--- config.mk ---
export PLATFORM = sky130hd
export DESIGN_NAME = coin_detect
export DESIGN_NICKNAME = d
export VERILOG_FILES = /design/src/rtl/coin_detect.sv
export SDC_FILE = /design/constraint.sdc
export NUM_CORES = 1
export LEC_CHECK = 0
export BUFFER_PORTS_ARGS = -buffer_cell sky130_fd_sc_hd__buf_4
export CORE_MARGIN = 8
export CORE_UTILIZATION = 49
export DETAILED_ROUTE_END_ITERATION = 8
export HOLD_SLACK_MARGIN = 0.08
export PLACE_DENSITY = 0.72
export SYNTH_ARGS = -nofsm -noshare
export SYNTH_HDL_FRONTEND = slang
export SYNTH_SLANG_ARGS = --single-unit
--- constraint.sdc ---
create_clock -name clk -period 1.4 [get_ports clk]
set_input_delay 0.07 -clock clk [delete_from_list [all_inputs] [get_ports clk]]
set_output_delay 0.07 -clock clk [all_outputs]
set_load 0.01 [all_outputs]
--- src/rtl/coin_detect.sv ---
// coin_detect: synchronises and debounces two coin sensors, then serialises coin
// events into single-cycle codes on coin_out with a guaranteed idle gap.
//   state | meaning
//   IDLE  | waiting for a pending coin (1-yuan first)
//   PULSE | code on coin_out for exactly one cycle; tally it
//   GAP   | hold coin_out at 0 for GAP_CYC cycles
module coin_detect #(
    parameter int DEBOUNCE_CYC = 4,
    parameter int GAP_CYC      = 1
) (
    input  logic       clk,
    input  logic       rst_n,
    input  logic       coin1_raw,
    input  logic       coin2_raw,
    output logic [1:0] coin_out,
    output logic       coin_err,
    output logic [7:0] total_yuan
);
    localparam int CW = $clog2(DEBOUNCE_CYC);
    localparam int GW = $clog2(GAP_CYC + 1);
    localparam logic [CW-1:0] CNT_LAST = CW'(DEBOUNCE_CYC - 1);
    localparam logic [GW-1:0] GAP_LAST = GW'(GAP_CYC - 1);

    typedef enum logic [1:0] {IDLE, PULSE, GAP} state_t;

    state_t            state_q;
    logic [1:0]        s1_q, s2_q;
    logic [1:0]        db_q, db_d;
    logic [1:0][CW-1:0] cnt_q, cnt_d;
    logic [1:0]        pend_q, pend_d;
    logic [1:0]        rise, clr;
    logic              lost;
    logic              err_q;
    logic [1:0]        out_q;
    logic [7:0]        tot_q;
    logic [GW-1:0]     gcnt_q;
    logic [8:0]        sum;

    // bit 0 carries the 1-yuan channel, bit 1 the 2-yuan channel
    always_comb begin
        db_d  = db_q;
        cnt_d = '0;
        for (int i = 0; i < 2; i++) begin
            if (s2_q[i] != db_q[i]) begin
                if (cnt_q[i] == CNT_LAST) begin
                    db_d[i] = s2_q[i];
                end else begin
                    cnt_d[i] = cnt_q[i] + CW'(1);
                end
            end
        end
    end

    assign rise   = db_d & ~db_q;
    assign clr[0] = (state_q == IDLE) && pend_q[0];
    assign clr[1] = (state_q == IDLE) && !pend_q[0] && pend_q[1];
    // a new event on the clearing edge re-arms the slot instead of being lost
    assign pend_d = rise | (pend_q & ~clr);
    assign lost   = |(rise & pend_q & ~clr);
    assign sum    = {1'b0, tot_q} + {7'b0, out_q};

    always_ff @(posedge clk or negedge rst_n) begin
        if (!rst_n) begin
            s1_q   <= '0;
            s2_q   <= '0;
            db_q   <= '0;
            cnt_q  <= '0;
            pend_q <= '0;
            err_q  <= 1'b0;
        end else begin
            s1_q   <= {coin2_raw, coin1_raw};
            s2_q   <= s1_q;
            db_q   <= db_d;
            cnt_q  <= cnt_d;
            pend_q <= pend_d;
            if (lost) begin
                err_q <= 1'b1;
            end
        end
    end

    always_ff @(posedge clk or negedge rst_n) begin
        if (!rst_n) begin
            state_q <= IDLE;
            out_q   <= 2'b00;
            tot_q   <= 8'd0;
            gcnt_q  <= '0;
        end else begin
            case (state_q)
                IDLE: begin
                    if (pend_q[0]) begin
                        out_q   <= 2'b01;
                        state_q <= PULSE;
                    end else if (pend_q[1]) begin
                        out_q   <= 2'b10;
                        state_q <= PULSE;
                    end
                end
                PULSE: begin
                    out_q   <= 2'b00;
                    tot_q   <= sum[8] ? 8'hFF : sum[7:0];
                    gcnt_q  <= '0;
                    state_q <= GAP;
                end
                GAP: begin
                    if (gcnt_q == GAP_LAST) begin
                        state_q <= IDLE;
                    end else begin
                        gcnt_q <= gcnt_q + GW'(1);
                    end
                end
                default: state_q <= IDLE;
            endcase
        end
    end

    assign coin_out   = out_q;
    assign coin_err   = err_q;
    assign total_yuan = tot_q;
endmodule

==> summary.md, run 1 <==
| Metric | Value |
|---|---|
| Status | finished, violations left |
| Failing checks | negative setup slack |
| Busiest layer in global routing | met2 |
| Worst setup margin | -192 ps |
| Cell count after synthesis | 98 |
| Slowest CP cell | dfrtp_1 |
| Critical Path AT | 1840 ps |
| GP Congestion | 0.769 |
| Pin count of the biggest net entering global routing | 26 |
| Total CTS buffers | 3 |
| Most common cell after layout, fill and taps aside | dfrtp_1 |
| TritonRoute pass-1 iters | 4 |
| Critical Path RT | 1650 ps |
| Overall routing resource usage | 11.2% |
| Final Routed Wirelength | 2100 µm |
| Worst-path maximum fanout | 4 |
| First-pass GRT wire length | 3680 µm |
| Post-DRT Antenna Nets | 0 |
| Initial antenna violation count | 0 |
| Clock Path Buffers | 2 |
| Synth top area cells | dfrtp_1 (56%), ha_1 (4.5%), o21ai_0 (3.1%) |
| Fillers | 188 |
| Met2 GRT Util | 18.1% |
| Worst-case vdd ir drop | 0.883 mV |
| Mean Syn Cell Area | 11.4 µm² |
| Count of state elements after synthesis | 25 |
| ANT cells | 0 |
| Syn_nets | 107 |
| Final setup fails | 8 |
| Synth Warn # | 0 |
| Crit path time final | 1590 ps |
| Core ar. | 2190 µm² |
| Drc violations | 0 |
| Mapped Area | 1120 µm² |
| Final Max Tran Viols | 0 |
| CP cell instances | ha_2 -> inv_2 -> fa_2 -> and2b_2 -> a41oi_1 -> a21oi_1 |
| Dpl hpwl | 1580 µm |
| Max-cap violation count | 0 |
| Die Area | 4060 µm² |
| Crit path to | total_yuan[6]$_DFFE_PN0P_ |
| Root buffer cell | clkbuf_4 |
| Worst reg2reg path depth | 6 |
| I/O Pins | 15 |
| Cell Count Post-Placement | 145 |
| Power Dens Cells | 1530 nW/µm² |
| DR iter-0 viols | 22 |
| CP Launch Type | register |
| DIE WIDTH | 63.7 µm |
| Clock skew | 7.99 ps |
| Sequential cell area fraction in the yosys report | 56.1% |
| Critical path origin | total_yuan[0]$_DFFE_PN0P_ |
| Final net count | 135 |
| Hold Path Class | primary input to async pin |
| Area growth, synth to finish | 23.3% |
| Vias in the first global route | 845 |
| Distinct cell type count after synthesis | 33 |
| Reg2reg start | total_yuan[0]$_DFFE_PN0P_ |
| CTS sink count | 25 |
| FMAX | 0.628 GHz |
| Tcrit/Tclk final | 114% |
| Chip height | 63.7 µm |
| Reg2reg setup slack | -190 ps |
| Sequential Area | 626 µm² |
| CP peak stage delay | 380 ps |
| Synth area leader | dfrtp_1 |
| Crit. End Element | register |
| Leakage power | 0.671 nW |
| CTS tree | yes |
| Rel. slew slack | 72.9% |
| Multi-input combinational cell area | 478 µm² |
| Most frequent cells in the layout | dfrtp_1 (25), buf_4 (21), o21ai_0 (7) |
| Initial Utilization | 50.9% |
| H-tree depth | 1 |
| Worst-margin pin slew | 406 ps |
| Remaining Overflow, GRT | 0 |
| Met3 usage | 3.18% |
| Worst-skew pair later-pin latency | 310 ps |
| Via count | 817 |
| Fin. Hold Viols | 0 |
| Port Buffers | 14 |
| Dpl ws | -179 ps |
| Yosys top cell area share | 56.1% |
| Vias per cell | 5.34 |
| # rows | 17 |
| Routed WL per cell | 13.8 µm |
| Fin cells | 153 |
| RSZ-0062 raised after global routing | true |
| Clk pin slew, worst setup/hold paths | 130 ps |
| Reg2Reg Capture Point | total_yuan[6]$_DFFE_PN0P_ |
| Total power | 0.00211 W |
| Layout cell share with drive strength beyond 1 | 29.6% |
| GR met1 Demand/Resource | 13.1% |
| CP Class | register to register |
==> cells by family after synthesis <==
logic type                 count (synthesis)  synth area share [%]
xor gates and xnor gates                   3                  2.35
and+or+nand+nor                           35                  18.9
AOI/OAI and AO/OA                         21                  11.3
buffers and inverters                      7                  3.03
DFF                                       25                  56.1
muxes                                      2                  2.02
adders and majority gates                  5                  6.28
==> flip-flops by register name, indices dropped and copies added, names as in the netlist <==
register,cells
db_q,2
s2_q,2
pend_q,2
total_yuan,8
s1_q,2
state_q,2
coin_out,2
cnt_q,4
coin_err,1
==> what timing repair did <==
item                                    4_1_cts  5_1_grt
buffers inserted                              1        0
pin swaps                                     1        3
endpoints found under the hold margin        27        0
endpoints found under the setup margin        8        8
gates resized for setup                       1        0
hold buffers                                  3        0
==> power breakdown <==
group	total, W	switching (W)	leakage [nW]	internal [W]
registers	0.00101	0.000123	0.325	0.000886
logic	0.000787	0.000369	0.328	0.000418
clock network	0.000309	0.000202	0.0177	0.000107
total	0.00210	0.000694	0.671	0.00141
==> routing by layer <==
| metal | part of all wire, % | up-vias |
|---|---|---|
| li1 | - | 408 |
| met1 | 45 | 386 |
| met2 | 49 | 19 |
| met3 | 4.8 | 4 |
| met4 | 1.4 | 0 |
| met5 | 0 | - |
==> cell type report <==
class | count | share of cell area, %
sequential | 25 | 45.5
multi-input combinational | 66 | 34.7
timing repair buffer | 24 | 13.6
tap | 28 | 2.55
clock buffer | 3 | 1.64
inverter | 6 | 1.64
clock inverter | 1 | 0.364
==> stage by stage <==
stage | hold slack, ps | instance area [µm²] | util [%] | TNS (ps)
2_1_floorplan | -226 | 1130 | - | -642
3_3_place_gp | -11.4 | 1310 | 59.6 | -644
3_5_place_dp | -13.5 | 1310 | 59.6 | -968
4_1_cts | 172 | 1380 | 62.8 | -1130
5_1_grt | 182 | 1380 | 62.8 | -1880
6_report | 173 | 1380 | 62.8 | -1160
==> synthesized netlist by cell type, drive strengths merged <==
| cell type | count |
|---|---|
| dfrtp | 25 |
| o21ai | 7 |
| a21oi | 6 |
| inv | 6 |
| nor2 | 6 |
| nand2 | 5 |
| nor3 | 5 |
| ha | 4 |
| nand3 | 3 |
| nor2b | 3 |
| xnor2 | 3 |
| mux2 | 2 |
| nand2b | 2 |
| nand3b | 2 |
| o31ai | 2 |
| a211o | 1 |
| a22oi | 1 |
| a31oi | 1 |
| a41oi | 1 |
| and2b | 1 |
| and3b | 1 |
| and4 | 1 |
| buf | 1 |
| fa | 1 |
| nand4 | 1 |
| nand4b | 1 |
| nor3b | 1 |
| nor4 | 1 |
| o211ai | 1 |
| o21a | 1 |
| or3 | 1 |
| or4 | 1 |
==> worst max-delay path, delay by kind of cell, from the launching register on <==
| kind | cells | cell delay (ps) |
|---|---|---|
| flip-flops | 1 | 380 |
| buffers and inverters | 1 | 40 |
| AND/OR/NAND/NOR | 1 | 270 |
| AO/OA/AOI/OAI | 2 | 270 |
| adder cells (fa/ha/maj) | 2 | 560 |
==> how the worst min path moves through the flow <==
stage	from	end	slack (ps)	cells after the start
after global routing	rst_n	s2_q[0]$_DFF_PN0_	180	2
final	rst_n	s2_q[0]$_DFF_PN0_	170	2
after CTS	rst_n	s1_q[0]$_DFF_PN0_	170	2
after floorplan	rst_n	cnt_q[0]$_DFF_PN0_	-230	0
after detailed placement	rst_n	s1_q[1]$_DFF_PN0_	-10	1
after global placement	rst_n	s1_q[1]$_DFF_PN0_	-10	1
(Power assumes the default switching activity.)
==> run 2: changes to the inputs <==
--- a/config.mk
+++ b/config.mk
@@ -9,8 +9,11 @@
 export CORE_MARGIN = 8
 export CORE_UTILIZATION = 49
 export DETAILED_ROUTE_END_ITERATION = 8
+export GPL_ROUTABILITY_DRIVEN = 0
 export HOLD_SLACK_MARGIN = 0.08
 export PLACE_DENSITY = 0.72
+export SETUP_SLACK_MARGIN = 0.3
+export SLEW_MARGIN = 20
 export SYNTH_ARGS = -nofsm -noshare
 export SYNTH_HDL_FRONTEND = slang
 export SYNTH_SLANG_ARGS = --single-unit
==> summary.md, run 2 (same netlist as run 1, synthesis figures left out) <==
| Metric | Value |
|---|---|
| DR iter-0 viols | 26 (was 22) |
| I/O Pins | 15 (unchanged) |
| Root buffer cell | clkbuf_4 (unchanged) |
| Fin. Hold Viols | 0 (unchanged) |
| Util after Layout | 68.4% (was 62.8%) |
| First-pass GRT wire length | 3930 µm (was 3680 µm) |
| Total CTS buffers | 3 (unchanged) |
| Worst-case vdd ir drop | 1.06 mV (was 0.883 mV) |
| Remaining Overflow, GRT | 0 (unchanged) |
| Family with the most delay on the worst path | adder cells (unchanged) |
| Routed WL per cell | 14.3 µm (was 13.8 µm) |
| Area growth, synth to finish | 34.3% (was 23.3%) |
| DIE WIDTH | 63.7 µm (unchanged) |
| Final setup fails | 8 (unchanged) |
| Vias in the first global route | 896 (was 845) |
| Overall routing resource usage | 11.8% (was 11.2%) |
| Tcrit/Tclk final | 116% (was 114%) |
| Clock skew | 3.16 ps (was 7.99 ps) |
| Crit path time final | 1630 ps (was 1590 ps) |
| Worst setup margin | -229 ps (was -192 ps) |
| Final Routed Wirelength | 2270 µm (was 2100 µm) |
| Total power | 0.00234 W (was 0.00211 W) |
| CTS tree | yes (unchanged) |
| # rows | 17 (unchanged) |
| Crit. End Element | register (unchanged) |
| Vias per cell | 5.41 (was 5.34) |
| TritonRoute pass-1 iters | 4 (unchanged) |
| CP Launch Type | register (unchanged) |
| CTS sink count | 25 (unchanged) |
| Leakage power | 0.718 nW (was 0.671 nW) |
| H-tree depth | 1 (unchanged) |
| Failing checks | negative setup slack (unchanged) |
| Post-DRT Antenna Nets | 0 (unchanged) |
| Rel. slew slack | 75.7% (was 72.9%) |
| Worst reg2reg path depth | 7 (was 6) |
| Critical Path AT | 1880 ps (was 1840 ps) |
| Initial Utilization | 50.9% (unchanged) |
| Worst-margin pin slew | 364 ps (was 406 ps) |
| Final Max Tran Viols | 0 (unchanged) |
| Dpl hpwl | 1580 µm (about the same) |
| Clk pin slew, worst setup/hold paths | 130 ps (about the same) |
| Final net count | 141 (was 135) |
| CP cell instances | ha_2 -> inv_2 -> fa_2 -> and2b_2 -> buf_4 -> a31oi_1 -> a21oi_1 (was ha_2 -> inv_2 -> fa_2 -> and2b_2 -> a41oi_1 -> a21oi_1) |
| CP Class | register to register (unchanged) |
| Via count | 860 (was 817) |
| Buf/Inv on CP | 2 (was 1) |
| Power Dens Cells | 1560 nW/µm² (was 1530 nW/µm²) |
| Dpl ws | -204 ps (was -179 ps) |
| Drc violations | 0 (unchanged) |
| Port Buffers | 14 (unchanged) |
| Die Area | 4060 µm² (unchanged) |
| Slowest CP cell | dfrtp_1 (unchanged) |
| Most frequent cells in the layout | dfrtp_1 (23), buf_4 (21), o21ai_0 (6), buf_6 (6) (was dfrtp_1 (25), buf_4 (21), o21ai_0 (7)) |
| ANT cells | 0 (unchanged) |
| Initial antenna violation count | 0 (unchanged) |
| Levels on crit path | 7 (was 6) |
| Chip height | 63.7 µm (unchanged) |
| Pin count of the biggest net entering global routing | 26 (unchanged) |
| Critical Path RT | 1650 ps (about the same) |
| Worst-skew pair later-pin latency | 320 ps (was 310 ps) |
| Status | finished, violations left (unchanged) |
| Layout cell share with drive strength beyond 1 | 39.7% (was 29.6%) |
| Fin cells | 159 (was 153) |
| Cell Count Post-Placement | 145 (unchanged) |
| Core ar. | 2190 µm² (unchanged) |
| Hold Path Class | primary input to async pin (unchanged) |
| Max-cap violation count | 0 (unchanged) |
| RSZ-0062 raised after global routing | true (unchanged) |
| Worst-path maximum fanout | 4 (unchanged) |
| Clock Path Buffers | 2 (unchanged) |
| CP peak stage delay | 380 ps (about the same) |
| Most common cell after layout, fill and taps aside | dfrtp_1 (unchanged) |
| Largest register FFs | 8 (unchanged) |
| FMAX | 0.614 GHz (was 0.628 GHz) |
run 2: changes by cell type in the layout (fill, tap and decap cells not counted), sizes merged:
cell,before,now
buf,21,27
run 2: per-stage QoR:
stage	instance area [µm²]	hold WS [ps]	setup TNS, ps
after floorplan	1140	-226	-642
after global placement	1310	-13.6	-678
after detailed placement	1310	-15.0	-826
after CTS	1440	162	-1020
after global routing	1500	175	-1930
final	1500	169	-1100
run 2: worst paths after layout:
kind | startpoint | end | slack (ps)
setup / recovery | coin_out[0]$_DFFE_PN0P_ | total_yuan[0]$_DFFE_PN0P_ | -230
hold / removal | rst_n | db_q[1]$_DFF_PN0_ | 170
setup reg to reg | coin_out[0]$_DFFE_PN0P_ | total_yuan[0]$_DFFE_PN0P_ | -230
hold reg to reg | s1_q[1]$_DFF_PN0_ | s2_q[1]$_DFF_PN0_ | 370
max in group asynchronous | rst_n | total_yuan[4]$_DFFE_PN0P_ | 980
min in group clk | s1_q[1]$_DFF_PN0_ | s2_q[1]$_DFF_PN0_ | 370
run 2: where the power goes:
part,internal (W),switching [W]
logic,0.000562,0.000432
registers,0.000887,0.000142
clock network,0.000107,0.000209
total,0.00156,0.000784
run 2: what timing repair did:
action                                  in CTS  in global routing
endpoints found under the setup margin      11                 15
hold buffers                                 3                  0
pin swaps                                    2                  2
resized for setup                            9                 10
hold endpoints to repair                    27                  0
buffers inserted                             4                  3
run 2: layer usage:
metal / vias up / share of wire [%] / GRT usage [%]
li1: 418 / - / -
met1: 421 / 45 / 12.9
met2: 14 / 48 / 19.8
met3: 7 / 4.3 / 3.71
met4: 0 / 2.5 / 6.69
met5: - / 0 / 0
run 2: layout make-up:
class	count	area, µm²
clock buffers	3	22.5
well taps	28	35.0
inverters	6	22.5
flip-flops and latches	25	628
clock inverters	1	5.00
repair buffers	30	255
multi-input cells	66	531
fillers	167	692
==> run 3: changes to the inputs <==
--- a/config.mk
+++ b/config.mk
@@ -7,11 +7,11 @@
 export LEC_CHECK = 0
 export BUFFER_PORTS_ARGS = -buffer_cell sky130_fd_sc_hd__buf_4
 export CORE_MARGIN = 8
-export CORE_UTILIZATION = 49
+export CORE_UTILIZATION = 50
 export DETAILED_ROUTE_END_ITERATION = 8
 export GPL_ROUTABILITY_DRIVEN = 0
 export HOLD_SLACK_MARGIN = 0.08
-export PLACE_DENSITY = 0.72
+export PLACE_DENSITY = 0.71
 export SETUP_SLACK_MARGIN = 0.3
 export SLEW_MARGIN = 20
 export SYNTH_ARGS = -nofsm -noshare
==> constraint.sdc (replaced) <==
create_clock -name clk -period 1.85 [get_ports clk]
set_input_delay 0.0925 -clock clk [delete_from_list [all_inputs] [get_ports clk]]
set_output_delay 0.0925 -clock clk [all_outputs]
set_load 0.01 [all_outputs]
==> summary.md, run 3 (same netlist as run 1, synthesis figures left out) <==
| Metric | Value |
|---|---|
| Critical Path RT | 2080 ps (was 1650 ps) |
| NetSw | 0.000524 W (was 0.000784 W) |
| I/O Pins | 15 (unchanged) |
| Final Routed Wirelength | 2030 µm (was 2270 µm) |
| ANT cells | 0 (unchanged) |
| Critical Path AT | 1800 ps (was 1880 ps) |
| FMAX | 0.638 GHz (was 0.614 GHz) |
| First-pass GRT wire length | 3380 µm (was 3930 µm) |
| Most common cell after layout, fill and taps aside | dfrtp_1 (unchanged) |
| Leakage power | 0.661 nW (was 0.718 nW) |
| RSZ-0062 raised after global routing | true (unchanged) |
| Status | finished, final reports clean (was finished, violations left) |
| Cell Count Post-Placement | 140 (was 145) |
| Initial Utilization | 51.4% (was 50.9%) |
| Wire length on met2 | 1070 µm (was 1090 µm) |
| Layout cell share with drive strength beyond 1 | 28.7% (was 39.7%) |
| Fin. Hold Viols | 0 (unchanged) |
| Root buffer cell | clkbuf_4 (unchanged) |
| Sequential share of power | 49.4% (was 44.0%) |
| Port Buffers | 14 (unchanged) |
| Crit. End Element | register (unchanged) |
| Post-DRT Antenna Nets | 0 (unchanged) |
| Met3 WL | 64 µm (was 97 µm) |
| Rel. slew slack | 77.2% (was 75.7%) |
| Vias per cell | 5.48 (was 5.41) |
| Area growth, synth to finish | 23.4% (was 34.3%) |
| Chip height | 63.2 µm (was 63.7 µm) |
| CP Class | register to register (unchanged) |
| Core ar. | 2170 µm² (was 2190 µm²) |
| Switch share | 32.9% (was 33.5%) |
| TritonRoute pass-1 iters | 4 (unchanged) |
| Clock skew | 4.52 ps (was 3.16 ps) |
| Die Area | 4000 µm² (was 4060 µm²) |
| Metal1 wirelength | 903 µm (was 1020 µm) |
| Internal | 0.00107 W (was 0.00156 W) |
| Total CTS buffers | 3 (unchanged) |
| Worst-path maximum fanout | 4 (unchanged) |
| Uppermost layer routed | met3 (was met4) |
| Pin count of the biggest net entering global routing | 26 (unchanged) |
| Fin cells | 150 (was 159) |
| Hold Path Class | primary input to async pin (unchanged) |
| DIE WIDTH | 63.2 µm (was 63.7 µm) |
| Clock power frac | 14.3% (was 13.5%) |
| Worst Hold Slack | 213 ps (was 169 ps) |
| CTS tree | yes (unchanged) |
| Clock Path Buffers | 2 (unchanged) |
| Final setup TNS | 0 ps (was -1100 ps) |
| Dpl hpwl | 1450 µm (was 1580 µm) |
| Final setup fails | 0 (was 8) |
| Clk pin slew, worst setup/hold paths | 120 ps (was 130 ps) |
| CP Launch Type | register (unchanged) |
| Via count | 822 (was 860) |
| H-tree depth | 1 (unchanged) |
| Final Max Tran Viols | 0 (unchanged) |
| Overall routing resource usage | 10.1% (was 11.8%) |
| Max-cap violation count | 0 (unchanged) |
| Vias in the first global route | 755 (was 896) |
| Power Dens Cells | 1160 nW/µm² (was 1560 nW/µm²) |
| Remaining Overflow, GRT | 0 (unchanged) |
| Worst-case vdd ir drop | 0.778 mV (was 1.06 mV) |
| # rows | 17 (unchanged) |
| Worst-skew pair later-pin latency | 300 ps (was 320 ps) |
| Tcrit/Tclk final | 84.7% (was 116%) |
| CTS sink count | 25 (unchanged) |
| Drc violations | 0 (unchanged) |
| Initial antenna violation count | 0 (unchanged) |
| DR iter-0 viols | 28 (was 26) |
| Routed WL per cell | 13.6 µm (was 14.3 µm) |
| Largest register FFs | 8 (unchanged) |
| Final net count | 132 (was 141) |
| Most frequent cells in the layout | dfrtp_1 (25), buf_4 (18), o21ai_0 (7) (was dfrtp_1 (23), buf_4 (21), o21ai_0 (6), buf_6 (6)) |
| Comb pwr share | 36.2% (was 42.5%) |
| Worst-margin pin slew | 342 ps (was 364 ps) |
| Crit path time final | 1570 ps (was 1630 ps) |
## run 3: final cells by class
| type | instances | area [µm²] |
|---|---|---|
| clock buffers | 4 | 26.3 |
| fillers | 186 | 792 |
| inverters | 6 | 22.5 |
| multi-input cells | 66 | 503 |
| flip-flops and latches | 25 | 626 |
| well taps | 28 | 35.0 |
| repair buffers | 21 | 165 |
## run 3: routing by layer
| layer | up-vias | track usage, % |
|---|---|---|
| met4 | 0 | 2.51 |
| met3 | 0 | 2.47 |
| met1 | 407 | 12.6 |
| met2 | 14 | 16.9 |
| met5 | - | 0 |
| li1 | 401 | - |
## run 3: repair_timing
item	in CTS	in global routing
cloned	0	0
setup buffers	2	1
pin swaps	0	3
setup endpoints to repair	8	8
hold endpoints to repair	27	0
hold buffers	3	0
resized for setup	4	4
## run 3: metrics by stage
stage                     area, µm²  setup slack, ps  util (%)  total power [W]
after floorplan                1120              280         -          0.00110
after global routing           1380              222      63.5          0.00171
after detailed placement       1250              204      57.8          0.00128
final                          1380              282      63.5          0.00159
after global placement         1250              253      57.8          0.00126
after CTS                      1340              290      61.9          0.00156
## run 3: worst paths after layout
kind / from / endpoint / slack, ps / cells after the start
min in group clk: s1_q[1]$_DFF_PN0_ / s2_q[1]$_DFF_PN0_ / 370 / 0
worst max register to register: total_yuan[0]$_DFFE_PN0P_ / total_yuan[6]$_DFFE_PN0P_ / 280 / 6
worst min register to register: s1_q[1]$_DFF_PN0_ / s2_q[1]$_DFF_PN0_ / 370 / 0
worst min-delay path: rst_n / s1_q[1]$_DFF_PN0_ / 210 / 2
max in group asynchronous: rst_n / total_yuan[1]$_DFFE_PN0P_ / 1400 / 2
worst max-delay path: total_yuan[0]$_DFFE_PN0P_ / total_yuan[6]$_DFFE_PN0P_ / 280 / 6
## run 3: power by group through the flow
stage	registers (W)	clock network, W	logic, W
after CTS	0.000784	0.000237	0.000538
after floorplan	0.000798	0	0.000302
after detailed placement	0.000804	0	0.000475
after global placement	0.000796	0	0.000465
after global routing	0.000803	0.000259	0.000653
final	0.000787	0.000228	0.000577
## run 3: critical path: stages (launching register included)
cell and delay [ps]:
dfrtp_1 390, ha_2 190, inv_1 50, fa_2 350
and2b_2 270, a41oi_1 120, a21oi_1 130
